<file path="config.mk">
export PLATFORM = sky130hd
export DESIGN_NAME = qam_demod
export DESIGN_NICKNAME = d
export VERILOG_FILES = /design/src/rtl/qam_pkg.sv /design/src/rtl/qam_correlator.sv /design/src/rtl/qam_demod.sv
export SDC_FILE = /design/constraint.sdc
export NUM_CORES = 1
export LEC_CHECK = 0
export ABC_AREA = 1
export ABC_CLOCK_PERIOD_IN_PS = 19800
export CORE_UTILIZATION = 61
export CTS_CLUSTER_SIZE = 16
export DETAILED_ROUTE_END_ITERATION = 12
export PLACE_DENSITY = 0.85
export SLEW_MARGIN = 25
export SYNTH_ARGS = -nofsm -noshare
export SYNTH_HDL_FRONTEND = slang
export SYNTH_SLANG_ARGS = --single-unit
export TNS_END_PERCENT = 20
</file>
<file path="constraint.sdc">
create_clock -name clk -period 19.8 [get_ports clk]
set_input_delay 3.96 -clock clk [delete_from_list [all_inputs] [get_ports clk]]
set_output_delay 3.96 -clock clk [all_outputs]
set_load 0.02 [all_outputs]
</file>
<file path="src/rtl/qam_pkg.sv">
// Shared constants and types for the QPSK demodulator slice.
// Symbol framing, FSM state type and symbol bit encodings.
package qam_pkg;

    localparam int SYM_LEN   = 128;
    localparam int BURST_MAX = 32;
    localparam int LEN_W     = 6;

    localparam logic [6:0]       P_FIRST = 7'd0;
    localparam logic [6:0]       P_LAST  = 7'(SYM_LEN - 1);
    localparam logic [LEN_W-1:0] LEN_SAT = '1;

    typedef enum logic {
        IDLE  = 1'b0,
        BURST = 1'b1
    } state_e;

    // Symbol bits -> constellation quadrant (sign of I, sign of Q)
    localparam logic [1:0] SYM_PI_NQ = 2'b00;
    localparam logic [1:0] SYM_PI_PQ = 2'b01;
    localparam logic [1:0] SYM_NI_PQ = 2'b11;
    localparam logic [1:0] SYM_NI_NQ = 2'b10;

endpackage

</file>
<file path="src/rtl/qam_correlator.sv">
// One correlator rail: multiplies the received sample by a reference
// carrier sample and integrates over a symbol window.
// Ports: clk_i, rst_ni, rx_i/ref_i (signed 9b), load_i (start of window),
//        dump_o = running sum including the current product.
module qam_correlator
    import qam_pkg::*;
#(
    parameter int ACC_W = 24
) (
    input  logic                    clk_i,
    input  logic                    rst_ni,
    input  logic signed [8:0]       rx_i,
    input  logic signed [8:0]       ref_i,
    input  logic                    load_i,
    output logic signed [ACC_W-1:0] dump_o
);

    logic signed [17:0]      prod;
    logic signed [ACC_W-1:0] prod_ext;
    logic signed [ACC_W-1:0] acc_q;
    logic signed [ACC_W-1:0] acc_d;

    // 18 bits so that -256 * -256 cannot wrap
    assign prod     = rx_i * ref_i;
    assign prod_ext = {{(ACC_W-18){prod[17]}}, prod};
    assign dump_o   = acc_q + prod_ext;
    assign acc_d    = load_i ? prod_ext : dump_o;

    always_ff @(posedge clk_i or negedge rst_ni) begin
        if (!rst_ni) begin
            acc_q <= '0;
        end else begin
            acc_q <= acc_d;
        end
    end

endmodule

</file>
<file path="src/rtl/qam_demod.sv">
// Coherent QPSK demodulator with burst framing tracker.
// Ports: clk, reset (async, active low), rx_in, GetSin, GetCos, trans_read
//        in; demod_out/demod_valid, burst_active, burst_end/burst_len out.
module qam_demod
    import qam_pkg::*;
#(
    parameter int               ACC_W  = 24,
    parameter logic [ACC_W-1:0] THRESH = 24'd65536
) (
    input  logic              clk,
    input  logic              reset,
    input  logic signed [8:0] rx_in,
    input  logic signed [8:0] GetSin,
    input  logic signed [8:0] GetCos,
    input  logic [6:0]        trans_read,
    output logic [1:0]        demod_out,
    output logic              demod_valid,
    output logic              burst_active,
    output logic              burst_end,
    output logic [LEN_W-1:0]  burst_len
);

    logic signed [8:0] sin_q;
    logic signed [8:0] cos_q;
    logic [6:0]        p_q;
    logic              dly_vld_q;
    logic              primed_q;
    state_e            state_q;
    logic [LEN_W-1:0]  cnt_q;
    logic [1:0]        out_q;
    logic              valid_q;
    logic              end_q;
    logic [LEN_W-1:0]  len_q;

    logic signed [ACC_W-1:0] i_sum;
    logic signed [ACC_W-1:0] q_sum;
    logic [ACC_W:0]          abs_i;
    logic [ACC_W:0]          abs_q;
    logic [ACC_W:0]          energy;
    logic                    silent;
    logic                    dump;
    logic [1:0]              dec;

    qam_correlator #(.ACC_W(ACC_W)) u_corr_i (
        .clk_i  (clk),
        .rst_ni (reset),
        .rx_i   (rx_in),
        .ref_i  (cos_q),
        .load_i (p_q == P_FIRST),
        .dump_o (i_sum)
    );

    qam_correlator #(.ACC_W(ACC_W)) u_corr_q (
        .clk_i  (clk),
        .rst_ni (reset),
        .rx_i   (rx_in),
        .ref_i  (sin_q),
        .load_i (p_q == P_FIRST),
        .dump_o (q_sum)
    );

    // One extra bit so |most negative| is representable
    assign abs_i = i_sum[ACC_W-1]
                 ? ({1'b0, ~i_sum} + {{ACC_W{1'b0}}, 1'b1})
                 : {1'b0, i_sum};
    assign abs_q = q_sum[ACC_W-1]
                 ? ({1'b0, ~q_sum} + {{ACC_W{1'b0}}, 1'b1})
                 : {1'b0, q_sum};

    assign energy = abs_i + abs_q;
    assign silent = energy < {1'b0, THRESH};
    assign dump   = (p_q == P_LAST) && primed_q;

    // Q == 0 decodes as bit0 = 0
    assign dec[1] = i_sum[ACC_W-1];
    assign dec[0] = !q_sum[ACC_W-1] && (q_sum != '0);

    always_ff @(posedge clk or negedge reset) begin
        if (!reset) begin
            sin_q     <= '0;
            cos_q     <= '0;
            p_q       <= '0;
            dly_vld_q <= 1'b0;
            primed_q  <= 1'b0;
            state_q   <= IDLE;
            cnt_q     <= '0;
            out_q     <= '0;
            valid_q   <= 1'b0;
            end_q     <= 1'b0;
            len_q     <= '0;
        end else begin
            sin_q     <= GetSin;
            cos_q     <= GetCos;
            p_q       <= trans_read;
            dly_vld_q <= 1'b1;
            valid_q   <= 1'b0;
            end_q     <= 1'b0;
            // p_q is only meaningful once it holds a real sample
            if (dly_vld_q && p_q == P_FIRST) begin
                primed_q <= 1'b1;
            end
            if (dump) begin
                unique case (state_q)
                    IDLE: begin
                        if (!silent) begin
                            state_q <= BURST;
                            cnt_q   <= {{(LEN_W-1){1'b0}}, 1'b1};
                            out_q   <= dec;
                            valid_q <= 1'b1;
                        end
                    end
                    BURST: begin
                        if (silent) begin
                            state_q <= IDLE;
                            len_q   <= cnt_q;
                            end_q   <= 1'b1;
                        end else begin
                            if (cnt_q != LEN_SAT) begin
                                cnt_q <= cnt_q + {{(LEN_W-1){1'b0}}, 1'b1};
                            end
                            out_q   <= dec;
                            valid_q <= 1'b1;
                        end
                    end
                    default: state_q <= IDLE;
                endcase
            end
        end
    end

    assign demod_out    = out_q;
    assign demod_valid  = valid_q;
    assign burst_active = (state_q == BURST);
    assign burst_end    = end_q;
    assign burst_len    = len_q;

endmodule

</file>
## After elaboration in Yosys (flattened, before gate mapping)

Cells that the tools add are included.

| cells by class | value |
|---|---|
| reduce and logical (&&, ||, !) cells | 9 |
| bitwise operators | 4 |
| eq/ne operators | 5 |
| multiplexer cells | 14 |
| multiply operators | 2 |
| order comparisons | 1 |
| $add $sub $neg | 6 |

Operators with widths:

| cell | count |
|---|---|
| 24-bit by 1-bit adder with 25-bit output (second input constant) | 2 |
| 25-bit 2-to-1 mux | 2 |
| 24-bit by 18-bit adder with 24-bit output | 2 |
| 24-bit 2-to-1 mux | 2 |
| 24-bit NOT | 2 |
| 9-bit by 9-bit multiplier with 18-bit output | 2 |
| 25-bit adder | 1 |
| 25-bit by 17-bit less-than comparator with 1-bit output (second input constant) | 1 |
| 24-bit nonzero test | 1 |
| 6-bit 2-to-1 mux | 3 |
| 6-bit case mux with 2 select lines | 1 |
| 7-bit == test (second input constant) | 1 |
| 7-bit logical NOT | 1 |
| 6-bit by 1-bit adder with 6-bit output (second input constant) | 1 |
| 6-bit != test (second input constant) | 1 |
| 1-bit 2-to-1 mux | 5 |
| 2-bit != test (second input constant) | 2 |
| 4-bit AND reduction | 1 |
| 1-bit logical AND | 3 |
| 3-bit AND reduction | 1 |
| 2-bit 2-to-1 mux | 1 |
| 2-bit by 1-bit != test with 1-bit output (second input constant) | 1 |
| 1-bit NOT | 2 |
| 2-bit AND reduction | 1 |
| 1-bit logical NOT | 1 |

| storage, ports and cells | value |
|---|---|
| input bits | 36 |
| word-level logic and storage cells | 54 |
| register bits after elaboration | 92 |

## Depth between registers and ports, before layout

Gate-level depths: netlist (run 1).

| logic depth | value |
|---|---|
| depth in word-level cells | 10 |
| mapped depth | 58 |

## Hierarchy

From an unflattened synthesis (run 1), not the netlist that was laid out.

| second synthesis, totals | value |
|---|---|
| cells, all modules | 2,153 |
| area, all modules | 15,085.7 sq um |

By module, submodules not included:

| module | area each (sq um) | cells an instance | instances |
|---|---|---|---|
| qam_correlator (u_corr_i) | 5,544.1 | 769 | 1 |
| qam_correlator (u_corr_q) | 5,517.8 | 755 | 1 |
| qam_demod | 4,023.9 | 629 | 1 |

## Worst setup path after synthesis (run 1)

OpenSTA, ideal clock, no wires.

| timing path | value |
|---|---|
| kind | input to register |
| from | input port rx_in[7] |
| to | register len_q[0], in the netlist burst_len[0] |
| setup time | 0.118 ns |
| arrival | 11.824 ns |
| data required time | 19.682 ns |
| slack | 7.858 ns |
| cell stages on the path | 49 |
| buffers on the path | 3 |
| cell sequence | clkbuf_1 > clkbuf_1 > nand2_1 > fa_1 > inv_1 > fa_1 > inv_1 > fa_1 > inv_1 > fa_1 > fa_1 > ha_1 > inv_1 > nor3_1 > nand2_1 > o211ai_1 > a21o_1 > nand2_1 > [13 not listed] > nand2_2 > buf_2 > o21ai_0 > inv_1 > ha_1 > a21o_1 > a21oi_1 > a21oi_1 > o21ai_0 > nand3_1 > nand2_1 > nand3_1 > nor2_1 > nand3_2 > nor2_1 > nand2_1 > nand2_1 > nand2_1 |

| between the ends | value |
|---|---|
| word-level cells in the longest chain between the ends | 8 |
| elaborated cells between the ends (all ways) | 13 |
| classes of those cells | add/sub: 5; mul: 2; order compare: 1; mux: 2; bitwise: 2; reduce/logical: 1 |

Ends and longest elaborated chain:

| element | RTL line | RTL |
|---|---|---|
| from (decl) | qam_demod.sv:12 | `input logic signed [8:0] rx_in,` |
| 9-bit by 9-bit multiplier with 18-bit output | qam_correlator.sv:24 | `assign prod = rx_i * ref_i;` |
| 24-bit by 18-bit adder with 24-bit output | qam_correlator.sv:26 | `assign dump_o = acc_q + prod_ext;` |
| 24-bit NOT (on tied branches) | qam_demod.sv:64, qam_demod.sv:67 |  |
| 24-bit by 1-bit adder with 25-bit output (on tied branches) | qam_demod.sv:64, qam_demod.sv:67 |  |
| 25-bit 2-to-1 mux (on tied branches) | qam_demod.sv:64, qam_demod.sv:67 |  |
| 25-bit adder * | qam_demod.sv:70 | `assign energy = abs_i + abs_q;` |
| 25-bit by 17-bit less-than comparator with 1-bit output * | qam_demod.sv:71 | `assign silent = energy < {1'b0, THRESH};` |
| 3-bit AND reduction (no line) * | -- |  |
| to (signal assigned) | qam_demod.sv:115 | `len_q <= cnt_q;` |
| to (decl) | qam_demod.sv:33 | `logic [LEN_W-1:0] len_q;` |

Mark *: on every way between the ends. The rest lies on a longest branch, timed or not.
A chain may end at the register's enable or synchronous reset.

## Final worst setup path (run 1)

| timing path | value |
|---|---|
| from | input port rx_in[8] |
| to | register out_q[1], in the netlist demod_out[1] |

| between the ends | value |
|---|---|
| word-level cells in the longest chain between the ends | 9 |
| elaborated cells between the ends (all ways) | 15 |
| classes of those cells | add/sub: 5; mul: 2; order compare: 1; mux: 3; bitwise: 3; reduce/logical: 1 |

Ends and longest elaborated chain:

| element | RTL line | RTL |
|---|---|---|
| 9-bit by 9-bit multiplier with 18-bit output | qam_correlator.sv:24 |  |
| 24-bit by 18-bit adder with 24-bit output | qam_correlator.sv:26 |  |
| 24-bit NOT (on tied branches) | qam_demod.sv:64, qam_demod.sv:67 |  |
| 24-bit by 1-bit adder with 25-bit output (on tied branches) | qam_demod.sv:64, qam_demod.sv:67 |  |
| 25-bit 2-to-1 mux (on tied branches) | qam_demod.sv:64, qam_demod.sv:67 |  |
| 25-bit adder | qam_demod.sv:70 |  |
| 25-bit by 17-bit less-than comparator with 1-bit output | qam_demod.sv:71 |  |
| 1-bit NOT (no line) | -- |  |
| 2-bit AND reduction (no line) | -- |  |
| to (signal assigned) | qam_demod.sv:87 | `out_q <= '0;` |
| to (signal assigned) | qam_demod.sv:108 | `out_q <= dec;` |
| to (signal assigned) | qam_demod.sv:121 | `out_q <= dec;` |
| to (decl) | qam_demod.sv:30 | `logic [1:0] out_q;` |

Parallel ways exist; a longest one is shown, timed or not. The select of a mux whose other input is x is not followed.

==> results_tabular.tex, run 1 <==
\begin{tabular}{lr}
\hline
Metric & Value \\
\hline
\multicolumn{2}{l}{\textbf{Timing}} \\
\quad Post-Route Setup TNS & 0 ps \\
\quad Final count of negative-setup-slack endpoints & 0 \\
\quad F\_max & 72.1 MHz \\
\quad Setup repair after global routing missed its margin & false \\
\quad Crit share post-route & 70.1\% \\
\quad Setup Skew & 23.1 ps \\
\quad Worst slew margin relative to its limit & 42.2\% \\
\quad Shortest period the worst path allows & 13870 ps \\
\quad Count of pins over their slew limit & 0 \\
\quad Hold violation total from the final report & 0 \\
\quad Measured slew at the worst slew-check pin & 864 ps \\
\multicolumn{2}{l}{\textbf{Detailed routing}} \\
\quad Count of antenna-violating nets left after detailed routing & 0 \\
\quad Ratio of routed vias to standard cells & 5.47 \\
\quad Post-route DRC & 0 \\
\quad Iteration-0 DRC count of the detailed router & 845 \\
\quad Routed met3 length & 1840 um \\
\quad Vias post-DR & 13500 \\
\quad Detail Route met2 WL & 18300 um \\
\quad Number of detailed-routing iterations run before antenna repair & 5 \\
\quad Length of routed wiring on met1 & 15900 um \\
\quad Max Used Layer & met4 \\
\quad WL/cell & 15.1 um \\
\quad Total wire length & 37200 um \\
\multicolumn{2}{l}{\textbf{Synth}} \\
\quad Area fraction in compound gates after synthesis & 9.71\% \\
\quad Library cell occupying the most area in the post-synthesis netlist & sky130\_fd\_sc\_hd\_\_fa\_1 \\
\quad Mapped Nets & 2459 \\
\quad Distinct cell type count of the synthesized netlist & 60 \\
\quad Synth Area in Adders & 31.4\% \\
\quad Cell count after synthesis & 2127 \\
\quad Fraction of synthesized cell area taken by the top area cell type & 18.7\% \\
\quad YS warnings & 0 \\
\quad Synthesized-area fraction occupied by xor and xnor cells & 6.05\% \\
\quad Top cells by area, synth & sky130\_fd\_sc\_hd\_\_fa\_1, sky130\_fd\_sc\_hd\_\_dfrtp\_1, sky130\_fd\_sc\_hd\_\_nand2\_1 \\
\quad Share of synthesized registers carrying an async set or reset & 100\% \\
\quad Multiplexer area fraction after synthesis & 0\% \\
\quad Synthesized area per cell & 7.13 um2 \\
\quad Post-synth EDFFs & 0 \\
\quad Count of state elements after synthesis & 92 \\
\quad Sequential-to-total area share from yosys stat & 15.2\% \\
\quad Simple-gate area share of the yosys netlist & 25.5\% \\
\quad Netlist Area Pre-Place & 15200 um2 \\
\quad Most used flip-flop cell after synthesis & sky130\_fd\_sc\_hd\_\_dfrtp\_1 \\
\quad Largest family of logic cells by synthesized area & adder cells \\
\multicolumn{2}{l}{\textbf{Global route}} \\
\quad Antenna violations before repair & 0 \\
\quad Vias in the first global route & 13500 \\
\quad Pin count of the biggest net entering global routing & 56 \\
\quad Global-route wire length before repair & 62700 um \\
\quad Global route total overflow & 0 \\
\quad Overall global routing resource usage & 30.2\% \\
\multicolumn{2}{l}{\textbf{CTS}} \\
\quad Buffer cell driving the clock tree root & sky130\_fd\_sc\_hd\_\_clkbuf\_16 \\
\quad Deepest clock path buffer count & 2 \\
\quad CTS Buf Count & 9 \\
\quad CTS Hold Buffers Added & 0 \\
\quad Clk Latency, worst-skew pair & 370 ps \\
\quad Clk pin slew, worst setup/hold paths & 80 ps \\
\quad Buffers inserted by post-CTS timing repair & 0 \\
\quad Max H-tree Level & 3 \\
\quad Clock tree sinks & 92 \\
\quad Resized cells post-CTS & 0 \\
\quad Clock tree from TritonCTS & built \\
\multicolumn{2}{l}{\textbf{Floorplan}} \\
\quad Die Footprint & 25500 um2 \\
\quad Width of the die & 160 um \\
\quad Area of the core & 24400 um2 \\
\quad \# rows & 57 \\
\quad Initial core utilization & 62.2\% \\
\quad Die height & 160 um \\
\quad Top-level port count & 47 \\
\multicolumn{2}{l}{\textbf{Finish}} \\
\quad Synthesis-to-layout area growth & 6.44\% \\
\quad Total Nets Final & 2470 \\
\quad Count of antenna diodes in the layout & 0 \\
\quad Cell area after layout & 16100 um2 \\
\quad Fraction of layout cells with a size suffix above 1 & 4.20\% \\
\multicolumn{2}{l}{\textbf{Worst hold path}} \\
\quad Hold path startpoint & dly\_vld\_q \\
\quad Worst hold path cell count & 2 \\
\quad Worst hold-check path type & reg2reg \\
\quad Hold Path Sink & primed\_q \\
\multicolumn{2}{l}{\textbf{Critical path}} \\
\quad Maximum cell stage delay along the critical path & 900 ps \\
\quad Worst setup path category & in2reg \\
\quad Type of origin of the critical path & input pin \\
\quad Arrival time of the worst setup path & 14130 ps \\
\quad FF-to-FF Start & sin\_q[0] \\
\quad Most common cell on crit path & sky130\_fd\_sc\_hd\_\_nand2\_1 \\
\quad Worst r2r dst & demod\_out[1] \\
\quad Data required time at the worst endpoint & 20060 ps \\
\quad Kind of capture point of the worst setup path & flip-flop \\
\quad Reg2reg setup slack & 9890 ps \\
\quad Number of cell instances on the worst register-to-register path & 48 \\
\quad Maximum fanout along the worst path & 22 \\
\quad Worst-path cell with the longest stage delay & sky130\_fd\_sc\_hd\_\_clkdlybuf4s50\_1 \\
\multicolumn{2}{l}{\textbf{Placed design}} \\
\quad Count of input and output buffers & 46 \\
\quad Final HPWL from detailed placement & 30700 um \\
\quad Weighted congestion at the end of routability-driven global placement & 0.981 \\
\quad Total cell area at the placement stage & 15900 um2 \\
\multicolumn{2}{l}{\textbf{Flow run}} \\
\quad Number of maximum-capacitance constraint violations & 0 \\
\multicolumn{2}{l}{\textbf{Outcome}} \\
\quad Status & finished clean \\
\hline
\end{tabular}
worst max path at each step:
| stage | to | start | slack (ps) | depth (start not counted) |
|---|---|---|---|---|
| 3_5_place_dp | demod_out[1] | rx_in[8] | 5660 | 47 |
| 4_1_cts | demod_out[1] | rx_in[8] | 6010 | 47 |
| 6_report | demod_out[1] | rx_in[8] | 5930 | 49 |
| 3_3_place_gp | demod_out[1] | rx_in[0] | 5750 | 46 |
| 2_1_floorplan | burst_len[0] | rx_in[7] | 7860 | 49 |
| 5_1_grt | burst_len[0] | rx_in[8] | 5030 | 48 |
cell families after synthesis:
kind of cell / count (synthesis)
other: 1
AO/OA/AOI/OAI: 262
AND/OR/NAND/NOR: 896
buffers and inverters: 485
adder cells (fa/ha/maj): 296
XOR/XNOR: 95
flip-flops: 92
stage by stage:
step                      util [%]  worst slack [ps]  hold slack [ps]  std cells
final                         66.2              5930              455       2467
after global routing          66.2              5030              469       2467
after CTS                     66.2              6010              455       2467
after detailed placement      65.0              5660              434       2451
after global placement        65.0              5750              425       2451
after floorplan                  -              7860              418       2127
critical path: cells and delay by family:
family                     cells  cell delay (ps)
AOI/OAI and AO/OA              5              990
xor gates and xnor gates       1              180
adders and majority gates      8             3510
buffers and inverters         11             2020
and+or+nand+nor               24             3420
routing by layer:
layer / track usage, % / vias to the layer above
met1: 37.6 / 6398
met5: 0 / -
met3: 3.45 / 76
met4: 10.7 / 0
met2: 53.9 / 419
li1: - / 6610
cells in the final DEF, fill, tap and decap left out, types with 45 or more instances in the layout:
cell type / synthesis / routed
sky130_fd_sc_hd__a21oi_1: 98 / 98
sky130_fd_sc_hd__clkdlybuf4s50_1: 0 / 45
sky130_fd_sc_hd__dfrtp_1: 92 / 92
sky130_fd_sc_hd__fa_1: 142 / 142
sky130_fd_sc_hd__ha_1: 154 / 154
sky130_fd_sc_hd__inv_1: 423 / 423
sky130_fd_sc_hd__nand2_1: 553 / 553
sky130_fd_sc_hd__nand3_1: 90 / 90
sky130_fd_sc_hd__nor2_1: 133 / 133
sky130_fd_sc_hd__o21ai_0: 102 / 102
sky130_fd_sc_hd__xor2_1: 57 / 57
cells in the mapped netlist, types with 6 or more instances:
cell and n:
sky130_fd_sc_hd__nand2_1 553, sky130_fd_sc_hd__inv_1 423, sky130_fd_sc_hd__ha_1 154, sky130_fd_sc_hd__fa_1 142
sky130_fd_sc_hd__nor2_1 133, sky130_fd_sc_hd__o21ai_0 102, sky130_fd_sc_hd__a21oi_1 98, sky130_fd_sc_hd__dfrtp_1 92
sky130_fd_sc_hd__nand3_1 90, sky130_fd_sc_hd__xor2_1 57, sky130_fd_sc_hd__clkbuf_1 43, sky130_fd_sc_hd__nand4_1 32
sky130_fd_sc_hd__nor3_1 32, sky130_fd_sc_hd__xnor2_1 28, sky130_fd_sc_hd__inv_2 12, sky130_fd_sc_hd__o21ai_1 11
sky130_fd_sc_hd__a21o_1 10, sky130_fd_sc_hd__nand2_2 9, sky130_fd_sc_hd__nor2_2 9, sky130_fd_sc_hd__o211ai_1 9
sky130_fd_sc_hd__nand3b_1 8, sky130_fd_sc_hd__xor2_2 8, sky130_fd_sc_hd__o21bai_1 7, sky130_fd_sc_hd__a21oi_2 6
sky130_fd_sc_hd__nor2_4 6
state kept, by name, summed over array words and instances, names as in the netlist, 2 cells and up:
signal,flops
u_corr_i.acc_q,24
u_corr_q.acc_q,24
cos_q,9
sin_q,9
p_q,7
burst_len,6
cnt_q,6
demod_out,2
area by class of cell:
class                           count  area [um2]
Timing Repair Buffer               49         480
Multi-Input combinational cell   1550       11000
Inverter                          436        1640
Fill cell                        2119        8240
Tap cell                          324         405
Clock inverter                      7        65.1
Clock buffer                        9         225
Sequential cell                    92        2300
Power of run 1 is left out: the tool's default activity adds up to more than one toggle a clock period on the data nets, which glitch-free logic cannot reach.
==> run 2, diff against run 1 <==
--- a/config.mk
+++ b/config.mk
@@ -6,11 +6,11 @@
 export NUM_CORES = 1
 export LEC_CHECK = 0
 export ABC_AREA = 1
-export ABC_CLOCK_PERIOD_IN_PS = 19800
-export CORE_UTILIZATION = 61
+export ABC_CLOCK_PERIOD_IN_PS = 12200
+export CORE_UTILIZATION = 59
 export CTS_CLUSTER_SIZE = 16
 export DETAILED_ROUTE_END_ITERATION = 12
-export PLACE_DENSITY = 0.85
+export PLACE_DENSITY = 0.86
 export SLEW_MARGIN = 25
 export SYNTH_ARGS = -nofsm -noshare
 export SYNTH_HDL_FRONTEND = slang
==> constraint.sdc (replaced) <==
create_clock -name clk -period 12.2 [get_ports clk]
set_input_delay 2.44 -clock clk [delete_from_list [all_inputs] [get_ports clk]]
set_output_delay 2.44 -clock clk [all_outputs]
set_load 0.02 [all_outputs]
==> results_tabular.tex, run 2 (synthesis results as in run 1) <==
\begin{tabular}{lr}
\hline
Metric & Value \\
\hline
\multicolumn{2}{l}{\textbf{Outcome}} \\
\quad Status & finished clean \\
\multicolumn{2}{l}{\textbf{Timing}} \\
\quad Count of pins over their slew limit & 0 \\
\quad Crit share post-route & 94.6\% \\
\quad Setup repair after global routing missed its margin & false \\
\quad Hold violation total from the final report & 0 \\
\quad Post-Route Setup TNS & 0 ps \\
\quad F\_max & 86.6 MHz \\
\quad Final count of negative-setup-slack endpoints & 0 \\
\quad Worst slew margin relative to its limit & 30.7\% \\
\quad Setup Skew & 23.3 ps \\
\quad Shortest period the worst path allows & 11540 ps \\
\quad Measured slew at the worst slew-check pin & 1030 ps \\
\multicolumn{2}{l}{\textbf{Detailed routing}} \\
\quad Post-route DRC & 0 \\
\quad Count of antenna-violating nets left after detailed routing & 0 \\
\quad WL/cell & 15.2 um \\
\quad Total wire length & 37700 um \\
\quad Number of detailed-routing iterations run before antenna repair & 5 \\
\quad Ratio of routed vias to standard cells & 5.49 \\
\quad Iteration-0 DRC count of the detailed router & 963 \\
\quad Vias post-DR & 13600 \\
\multicolumn{2}{l}{\textbf{Critical path}} \\
\quad Kind of capture point of the worst setup path & flip-flop \\
\quad Buf/Inv on CP & 8 \\
\quad Most common cell on crit path & sky130\_fd\_sc\_hd\_\_nand2\_1 \\
\quad Worst-path cell with the longest stage delay & sky130\_fd\_sc\_hd\_\_clkdlybuf4s50\_1 \\
\quad Worst setup path category & in2reg \\
\quad Type of origin of the critical path & input pin \\
\quad Number of cell instances on the worst register-to-register path & 45 \\
\quad Arrival time of the worst setup path & 11810 ps \\
\quad Maximum cell stage delay along the critical path & 610 ps \\
\quad FF-to-FF Start & cos\_q[3] \\
\quad Critical path depth & 48 \\
\quad Crit path from & rx\_in[4] \\
\quad Reg2reg setup slack & 2840 ps \\
\quad Data required time at the worst endpoint & 12460 ps \\
\quad Worst r2r dst & burst\_len[2] \\
\quad Maximum fanout along the worst path & 18 \\
\quad Largest delay share family, worst path & simple AND/OR/NAND/NOR gates \\
\multicolumn{2}{l}{\textbf{Worst hold path}} \\
\quad Hold path startpoint & dly\_vld\_q \\
\quad Worst hold-check path type & reg2reg \\
\quad Hold Path Sink & primed\_q \\
\quad Worst hold path cell count & 2 \\
\multicolumn{2}{l}{\textbf{Global route}} \\
\quad Antenna violations before repair & 0 \\
\quad Global route total overflow & 0 \\
\quad Pin count of the biggest net entering global routing & 57 \\
\quad Overall global routing resource usage & 29.8\% \\
\quad Global-route wire length before repair & 63000 um \\
\quad Vias in the first global route & 13800 \\
\multicolumn{2}{l}{\textbf{Finish}} \\
\quad Fillcell total & 2141 \\
\quad Total Nets Final & 2482 \\
\quad Synthesis-to-layout area growth & 7.27\% \\
\quad Multi-input combinational cell area & 11000 um2 \\
\quad Count of antenna diodes in the layout & 0 \\
\quad Most frequent cells in the layout & sky130\_fd\_sc\_hd\_\_nand2\_1, sky130\_fd\_sc\_hd\_\_inv\_1, sky130\_fd\_sc\_hd\_\_ha\_1, sky130\_fd\_sc\_hd\_\_fa\_1, sky130\_fd\_sc\_hd\_\_nor2\_1 \\
\quad Most common library cell in the layout ignoring fill and taps & sky130\_fd\_sc\_hd\_\_nand2\_1 \\
\quad Fraction of layout cells with a size suffix above 1 & 4.87\% \\
\quad Area taken by flip-flops and latches & 2300 um2 \\
\quad Finished Layout Cells & 2485 \\
\quad Largest registers & u\_corr\_i.acc\_q (24), u\_corr\_q.acc\_q (24) \\
\multicolumn{2}{l}{\textbf{Floorplan}} \\
\quad Die height & 162 um \\
\quad Initial core utilization & 60.3\% \\
\quad Top-level port count & 47 \\
\quad Die Footprint & 26400 um2 \\
\quad \# rows & 58 \\
\quad Area of the core & 25200 um2 \\
\quad Width of the die & 162 um \\
\multicolumn{2}{l}{\textbf{CTS}} \\
\quad Clk Latency, worst-skew pair & 370 ps \\
\quad Buffer cell driving the clock tree root & sky130\_fd\_sc\_hd\_\_clkbuf\_16 \\
\quad Clock tree from TritonCTS & built \\
\quad Resized cells post-CTS & 0 \\
\quad CTS Buf Count & 9 \\
\quad Deepest clock path buffer count & 2 \\
\quad Max H-tree Level & 3 \\
\quad Buffers inserted by post-CTS timing repair & 0 \\
\quad Clock tree sinks & 92 \\
\quad Clk pin slew, worst setup/hold paths & 90 ps \\
\quad CTS Hold Buffers Added & 0 \\
\multicolumn{2}{l}{\textbf{Placed design}} \\
\quad Weighted congestion at the end of routability-driven global placement & 0.946 \\
\quad Number of placed cells counting well taps & 2469 \\
\quad Count of input and output buffers & 46 \\
\quad Final HPWL from detailed placement & 30800 um \\
\multicolumn{2}{l}{\textbf{Flow run}} \\
\quad Number of maximum-capacitance constraint violations & 0 \\
\hline
\end{tabular}
[run 2: changes by cell type in the layout (fill, tap and decap cells not counted), sizes merged]
| cell | delta |
|---|---|
| clkdlybuf4s50 | -4 |
| clkinv | +2 |
| buf | +12 |
| dlymetal6s2s | +4 |
| inv | -2 |
[run 2: cell type report]
cell class	count	area share (%)
multi-input cells	1550	67.9
inverters	436	10.1
well taps	330	2.54
clock inverters	7	0.431
repair buffers	61	3.57
flip-flops and latches	92	14.1
clock buffers	9	1.38
[run 2: through the flow]
| stage | area [um2] | utilization [%] | hold slack (ps) | setup slack, ps |
|---|---|---|---|---|
| after floorplan | 15200 | - | 418 | 1780 |
| after global placement | 16000 | 63.3 | 427 | 376 |
| after detailed placement | 16000 | 63.3 | 434 | 183 |
| after CTS | 16200 | 64.5 | 472 | 495 |
| after global routing | 16300 | 64.6 | 494 | 25.4 |
| final | 16300 | 64.6 | 471 | 655 |
[run 2: layer usage]
metal | wire length [um] | track usage [%] | vias to the layer above
met4 | 1490 | 13.7 | 0
li1 | - | - | 6634
met3 | 2050 | 4.69 | 121
met2 | 18600 | 53.2 | 480
met1 | 15600 | 35.1 | 6411
met5 | 0 | 0 | -
[run 2: worst register-to-register path, delay by kind of cell, from the launching register on]
family / cells / cell delay [ps]
buffers and inverters: 7 / 620
and+or+nand+nor: 28 / 4220
DFF: 1 / 580
adders and majority gates: 8 / 3650
AOI/OAI and AO/OA: 2 / 170
[run 2: worst max path at each step]
stage | to
detailed placement | burst_len[4]
CTS | burst_len[4]
global route | burst_len[3]
floorplan | burst_len[0]
global placement | burst_len[4]
finish | burst_len[2]
Power of run 2 is left out for the same reason.
